===== config.mk =====
export PLATFORM = sky130hd
export DESIGN_NAME = fpu_arbiter
export DESIGN_NICKNAME = d
export VERILOG_FILES = /design/src/rtl/fpu_arbiter.sv
export SDC_FILE = /design/constraint.sdc
export NUM_CORES = 1
export LEC_CHECK = 0
export CAP_MARGIN = 5
export CORE_MARGIN = 2
export CORE_UTILIZATION = 35
export CTS_BUF_LIST = sky130_fd_sc_hd__clkbuf_8
export DETAILED_ROUTE_END_ITERATION = 10
export HOLD_SLACK_MARGIN = 0.06
export PLACE_DENSITY = 0.71
export SYNTH_ARGS = -nofsm -noshare
export SYNTH_HDL_FRONTEND = slang
export SYNTH_SLANG_ARGS = --single-unit

===== constraint.sdc =====
create_clock -name clk -period 6.55 [get_ports clk]
set_input_delay 1.31 -clock clk [delete_from_list [all_inputs] [get_ports clk]]
set_output_delay 1.31 -clock clk [all_outputs]
set_load 0.02 [all_outputs]

===== src/rtl/fpu_arbiter.sv =====
// Two-requester round-robin front end for a fixed-latency FPU.
// Issued ops are tagged in a shift register so that each result is routed back to the requester that issued it.
module fpu_arbiter #(
    parameter int LAT       = 5,
    parameter int PIPELINED = 1
) (
    input  logic        clk,
    input  logic        rst,
    input  logic        req0_valid,
    output logic        req0_ready,
    input  logic [31:0] req0_a,
    input  logic [31:0] req0_b,
    input  logic [1:0]  req0_op,
    input  logic        req1_valid,
    output logic        req1_ready,
    input  logic [31:0] req1_a,
    input  logic [31:0] req1_b,
    input  logic [1:0]  req1_op,
    output logic [31:0] fpu_A,
    output logic [31:0] fpu_B,
    output logic [1:0]  fpu_opcode,
    input  logic [31:0] fpu_outp,
    output logic        rsp0_valid,
    output logic        rsp1_valid,
    output logic [31:0] rsp0_data,
    output logic [31:0] rsp1_data,
    output logic [3:0]  inflight
);

    typedef enum logic [0:0] {
        ST_IDLE = 1'b0,
        ST_BUSY = 1'b1
    } state_t;

    state_t          state_r;
    state_t          state_nxt_s;
    logic            ptr_r;
    logic            issue_ok_s;
    logic            gnt0_s;
    logic            gnt1_s;
    logic            hs_s;
    logic            ret_s;
    logic            ret_id_s;
    logic [LAT-1:0]  tv_r;
    logic [LAT-1:0]  tid_r;
    logic [31:0]     fpu_a_r;
    logic [31:0]     fpu_b_r;
    logic [1:0]      fpu_op_r;
    logic            rsp0_valid_r;
    logic            rsp1_valid_r;
    logic [31:0]     rsp0_data_r;
    logic [31:0]     rsp1_data_r;
    logic [3:0]      inflight_r;

    // The single-op-in-flight variant only issues from IDLE.
    assign issue_ok_s = (PIPELINED != 0) || (state_r == ST_IDLE);
    assign hs_s       = gnt0_s | gnt1_s;
    assign ret_s      = tv_r[LAT-1];
    assign ret_id_s   = tid_r[LAT-1];

    // Round-robin grant; a grant always implies the requester is valid.
    always_comb begin
        gnt0_s = 1'b0;
        gnt1_s = 1'b0;
        if (!rst && issue_ok_s) begin
            if (req0_valid && req1_valid) begin
                gnt0_s = ~ptr_r;
                gnt1_s = ptr_r;
            end else begin
                gnt0_s = req0_valid;
                gnt1_s = req1_valid;
            end
        end else begin
            gnt0_s = 1'b0;
            gnt1_s = 1'b0;
        end
    end

    // Next-state logic for the issue FSM.
    always_comb begin
        state_nxt_s = state_r;
        case (state_r)
            ST_IDLE: begin
                if (hs_s) state_nxt_s = ST_BUSY;
                else      state_nxt_s = ST_IDLE;
            end
            ST_BUSY: begin
                if (ret_s) state_nxt_s = ST_IDLE;
                else       state_nxt_s = ST_BUSY;
            end
            default: state_nxt_s = ST_IDLE;
        endcase
    end

    // Issue FSM state register.
    always_ff @(posedge clk or posedge rst) begin
        if (rst) state_r <= ST_IDLE;
        else     state_r <= state_nxt_s;
    end

    // Pointer moves to the non-granted side; operands hold between issues.
    always_ff @(posedge clk or posedge rst) begin
        if (rst) begin
            ptr_r    <= 1'b0;
            fpu_a_r  <= 32'd0;
            fpu_b_r  <= 32'd0;
            fpu_op_r <= 2'd0;
        end else if (hs_s) begin
            ptr_r    <= ~gnt1_s;
            fpu_a_r  <= gnt1_s ? req1_a  : req0_a;
            fpu_b_r  <= gnt1_s ? req1_b  : req0_b;
            fpu_op_r <= gnt1_s ? req1_op : req0_op;
        end else begin
            ptr_r    <= ptr_r;
            fpu_a_r  <= fpu_a_r;
            fpu_b_r  <= fpu_b_r;
            fpu_op_r <= fpu_op_r;
        end
    end

    // Tag pipeline: stage LAT-1 marks the edge at which fpu_outp is sampled.
    always_ff @(posedge clk or posedge rst) begin
        if (rst) begin
            tv_r  <= '0;
            tid_r <= '0;
        end else begin
            tv_r[0]  <= hs_s;
            tid_r[0] <= gnt1_s;
            for (int i = 1; i < LAT; i++) begin
                tv_r[i]  <= tv_r[i-1];
                tid_r[i] <= tid_r[i-1];
            end
        end
    end

    // Route the returning result to its requester as a one-cycle strobe.
    always_ff @(posedge clk or posedge rst) begin
        if (rst) begin
            rsp0_valid_r <= 1'b0;
            rsp1_valid_r <= 1'b0;
            rsp0_data_r  <= 32'd0;
            rsp1_data_r  <= 32'd0;
        end else begin
            rsp0_valid_r <= ret_s && !ret_id_s;
            rsp1_valid_r <= ret_s && ret_id_s;
            if (ret_s && !ret_id_s) rsp0_data_r <= fpu_outp;
            else                    rsp0_data_r <= rsp0_data_r;
            if (ret_s && ret_id_s)  rsp1_data_r <= fpu_outp;
            else                    rsp1_data_r <= rsp1_data_r;
        end
    end

    // Outstanding-op counter; bounded by LAT because the tag pipe is LAT deep.
    always_ff @(posedge clk or posedge rst) begin
        if (rst) begin
            inflight_r <= 4'd0;
        end else begin
            case ({hs_s, ret_s})
                2'b10:   inflight_r <= inflight_r + 4'd1;
                2'b01:   inflight_r <= inflight_r - 4'd1;
                default: inflight_r <= inflight_r;
            endcase
        end
    end

    assign req0_ready = gnt0_s;
    assign req1_ready = gnt1_s;
    assign fpu_A      = fpu_a_r;
    assign fpu_B      = fpu_b_r;
    assign fpu_opcode = fpu_op_r;
    assign rsp0_valid = rsp0_valid_r;
    assign rsp1_valid = rsp1_valid_r;
    assign rsp0_data  = rsp0_data_r;
    assign rsp1_data  = rsp1_data_r;
    assign inflight   = inflight_r;

endmodule


# After elaboration in Yosys (flattened, before gate mapping)
# Cells that the tools add are included.
[classes]
add_sub_neg = 2
eq_ne = 2
n_mux = 8
n_bitwise = 3
n_reduce_logical = 5
[ops]
columns = ["operator", "count"]
rows = [
  ["32-bit 2-to-1 mux", 2],
  ["4-bit one-hot mux with 2 select lines", 1],
  ["4-bit by 1-bit adder with 4-bit output (second input constant)", 1],
  ["1-bit 2-to-1 mux", 4],
  ["4-bit by 1-bit subtractor with 4-bit output (second input constant)", 1],
  ["1-bit logical AND", 3],
  ["2-bit by 1-bit equality test with 1-bit output (second input constant)", 1],
  ["2-bit equality test (second input constant)", 1],
  ["2-bit 2-to-1 mux", 1],
  ["1-bit NOT", 2],
  ["2-bit nonzero test", 1],
  ["1-bit zero test", 1],
  ["1-bit bitwise OR", 1],
]
[word_totals]
regBits = 147
in_bits = 168
output_inout_bits = 138
wordCells = 31

# Logic depth before layout (Yosys ltp)
[depth]
word_depth = 6
ltp_mapped = 7
ltp_nobuf = 7

# Least setup slack after synthesis
# OpenSTA, ideal clock, no wires.
[synth_path]
kind = "input-to-reg"
start = "input port rst"
end = "register inflight_r[3] (netlist: inflight[3])"
setup_ps = 131
arrival_ps = 6369
required_time_ps = 6419
path_slack_ps = 51
cell_stages = 7
path_buffers = 0
cell_sequence = "inv_1 -> o21ai_1 -> ha_1 -> ha_1 -> or4b_1 -> o311ai_1 -> o211ai_1"
[synth_between]
elab_chain_len = 4
word_cells_on_any_way = 7
cone_classes = "eq/ne (2); mux (3); bitwise (1); reduce/logical (1)"
[synth_rtl]
columns = ["element", "line_no", "source"]
rows = [
  ["from (decl)", "8", "input logic rst,"],
  ["1-bit 2-to-1 mux", "65", "if (!rst && issue_ok_s) begin"],
  ["1-bit bitwise OR (*)", "57", "assign hs_s = gnt0_s | gnt1_s;"],
  ["2-bit by 1-bit equality test with 1-bit output / 2-bit equality test (equally long branches)", "158", "case ({hs_s, ret_s})"],
  ["4-bit one-hot mux with 2 select lines / 2-bit nonzero test (equally long branches)", "--", ""],
  ["to (signal assigned)", "159", "2'b10: inflight_r <= inflight_r + 4'd1;"],
  ["to (signal assigned)", "160", "2'b01: inflight_r <= inflight_r - 4'd1;"],
  ["to (signal assigned)", "161", "default: inflight_r <= inflight_r;"],
  ["to (decl)", "53", "logic [3:0] inflight_r;"],
]
# Mark *: on every way between the ends. The rest lies on a longest branch, timed or not.
# A chain may end at the register's enable or synchronous reset.

# Worst setup path after layout
[layout_path]
start = "input port rst"
end = "output port req0_ready"
[layout_between]
elab_chain_len = 1
[layout_rtl]
columns = ["element", "line_no", "source"]
rows = [
  ["1-bit 2-to-1 mux", "65", ""],
  ["to (decl)", "10", "output logic req0_ready,"],
]
# Every way passes these cells.

==> out/metrics.csv <==
metric;value;unit
ys_seq_area_share;58.8;%
p_int;0.00188;W
tightest_slew;1.00;ns
syn_area;0.00625;mm^2
crit_arrival;2.98;ns
cts_max_level;4;
hp-class;reg2reg;
wire_per_inst;17.6;um
fp.coreArea;0.0174;mm^2
p_clk_share;24.4;%
leakagePower;3.86;nW
sw_frac_of_total;34.0;%
clkTransAtPathRegs;0.08;ns
pwr-share-seq;40.9;%
powerDensity;291;mW/mm^2
grtUsageTotal;19.9;%
p_total;0.00285;W
totalWireLength;19100;um
cts_buffer_depth;2;
max_freq;0.233;GHz
peakVddDrop;156;uV
synth_cell_types;28;
cts-root-buf;clkbuf_8;
drv_slew;0;
area_delta_synth_final;56.7;%
cts-buffers-inserted;17;
max-slew-margin-rel;32.9;%
drc;0;
initial_core_util;36.0;%
worstSkewPairLatency;0.45;ns
route.vias.total;5468;
drive_above_1_share;12.9;%
place_area;0.00942;mm^2
skew;0.0110;ns
dr.pass1.iters;4;
netlist_instances;565;
synth.avg_cell_area;11.1;um^2
nNetsFinal;1019;
drtAntennaViolNets;0;
end_kind;primary output;
period_minus_slack;4.29;ns
grt_overflow;0;
finalNonFillerCells;1085;
gp_congestion;0.794;
switching_power;0.000969;W
ctsHoldBuffers;0;
routed_via_density;5.04;
place_inst;1053;
io_pins;306;
start_kind;input pin;
cts_setup_buffers;0;
final.fill_count;1556;
cts_tree;built;
fin_ws;2.26;ns
rsz0062_at_grt;false;
grt_pass1_vias;5441;
clock_sinks;147;
finalSetupViolCount;0;
design_area;0.00980;mm^2
core.rowCount;48;
diodes;0;
finalHoldViolations;0;
status;finished, final reports clean;
combinationalPowerShare;34.7;%
critPathMaxFanout;33;
dp_slack;2.25;ns
cts_resized;0;
grt_max_degree;107;
crit_type;in2out;
yosys_warnings;0;
grt_antenna_before_repair;0;
dieArea;0.0189;mm^2
dp_hpwl;13200;um
ys_ff_latch;147;
period_share;65.4;%
grt_pass1_wl;28500;um
first_iter_violations;173;
cp.required;5.24;ns
port_buffers;305;
tns;0;ns
die_h;138;um
syn_nets;737;
dieWidth;138;um
cap_violations;0;
==> sequential cells by signal, indices dropped and copies added, names as in the netlist <==
register    count
fpu_A          32
fpu_B          32
rsp0_data      32
rsp1_data      32
tid_r           5
tv_r            5
inflight        4
fpu_opcode      2
ptr_r           1
rsp0_valid      1
rsp1_valid      1
==> routing by layer <==
metal	part of all wire [%]	vias to the layer above	wire [um]	GRT usage (%)
li1	-	2592	-	-
met1	39	2584	7390	22.2
met2	47	263	9000	32.8
met3	12	29	2240	9.16
met4	2.3	0	432	7.90
met5	0	-	0	0
==> cells in the final DEF, fill, tap and decap left out, drive strengths merged, types with 8 or more instances in the layout <==
cell type	netlist	final
o21ai	69	69
dfrtp	147	147
a31oi	66	66
nand3	68	68
clkbuf	17	17
nor2	67	67
buf	33	8
clkdlybuf4s50	0	305
inv	7	15
mux2	65	65
==> power groups by stage <==
stage / clock network [W] / registers [W] / logic, W
2_1_floorplan: 0 / 0.00137 / 0.000286
3_3_place_gp: 0 / 0.00118 / 0.000983
3_5_place_dp: 0 / 0.00119 / 0.000994
4_1_cts: 0.000718 / 0.00117 / 0.000998
5_1_grt: 0.000756 / 0.00119 / 0.00106
6_report: 0.000697 / 0.00117 / 0.000989
==> area by class of cell <==
| type | count | area (um^2) | share of cell area (%) |
|---|---|---|---|
| Clock buffer | 17 | 234 | 2.39 |
| Timing Repair Buffer | 313 | 3110 | 31.8 |
| Tap cell | 225 | 282 | 2.87 |
| Multi-Input combinational cell | 361 | 2310 | 23.6 |
| Clock inverter | 15 | 145 | 1.48 |
| Inverter | 7 | 33.8 | 0.345 |
| Sequential cell | 147 | 3680 | 37.5 |
==> cells by family (layout without fill, tap and decap cells) <==
logic type,Yosys count,count (layout),share of synthesized area [%]
compound gates,141,141,12.8
xor+xnor,2,2,0.280
fa+ha+maj,4,4,0.921
buf+inv,57,352,4.48
flops,147,147,58.8
mux,66,66,11.9
simple gates,148,148,10.8
==> per-stage QoR <==
stage,util (%),hold WS [ns]
CTS,56.4,0.347
global route,56.4,0.356
detailed placement,54.3,0.335
global placement,54.3,0.332
finish,56.4,0.348
floorplan,-,0.331
==> cells in the mapped netlist <==
library cell  count  share of area [%]
dfrtp_1         147                 59
nand3_1          68                5.4
nor2_1           67                4.0
a31oi_1          66                6.6
mux2_2           65                 12
o21ai_0          37                3.0
o21ai_1          32                2.6
buf_2            23                1.8
clkbuf_1         17                1.0
buf_4            10                1.2
inv_1             6               0.36
nand2_1           4               0.24
a21oi_1           3               0.24
ha_1              3               0.60
nor3b_1           3               0.36
nand2b_1          2               0.20
a2111o_1          1               0.18
and2b_1           1               0.12
fa_1              1               0.32
inv_2             1              0.060
mux2i_1           1               0.16
nor2b_1           1               0.10
nor2b_2           1               0.14
o211ai_1          1               0.12
o311ai_1          1               0.14
or4b_1            1               0.16
xnor2_1           1               0.14
xor2_1            1               0.14
==> worst paths after layout <==
path	start	endpoint	slack, ns	depth (start not counted)
min reg2reg	tid_r[2]$_DFF_PP0_	tid_r[3]$_DFF_PP0_	0.35	0
max in group asynchronous	rst	fpu_A[1]$_DFFE_PP0P_	4.16	3
max	rst	req0_ready	2.26	5
min in group asynchronous	rst	fpu_A[19]$_DFFE_PP0P_	1.22	2
min	tid_r[2]$_DFF_PP0_	tid_r[3]$_DFF_PP0_	0.35	0
max reg2reg	ptr_r$_DFFE_PP0P_	fpu_A[29]$_DFFE_PP0P_	4.54	4
==> worst max-delay path: stages <==
cell	delay (ns)
clkdlybuf4s50_1	0.49
inv_6	0.27
nand2_1	0.11
a21oi_1	0.13
clkdlybuf4s50_1	0.67
Note: power is estimated with default switching activity, not from simulation.
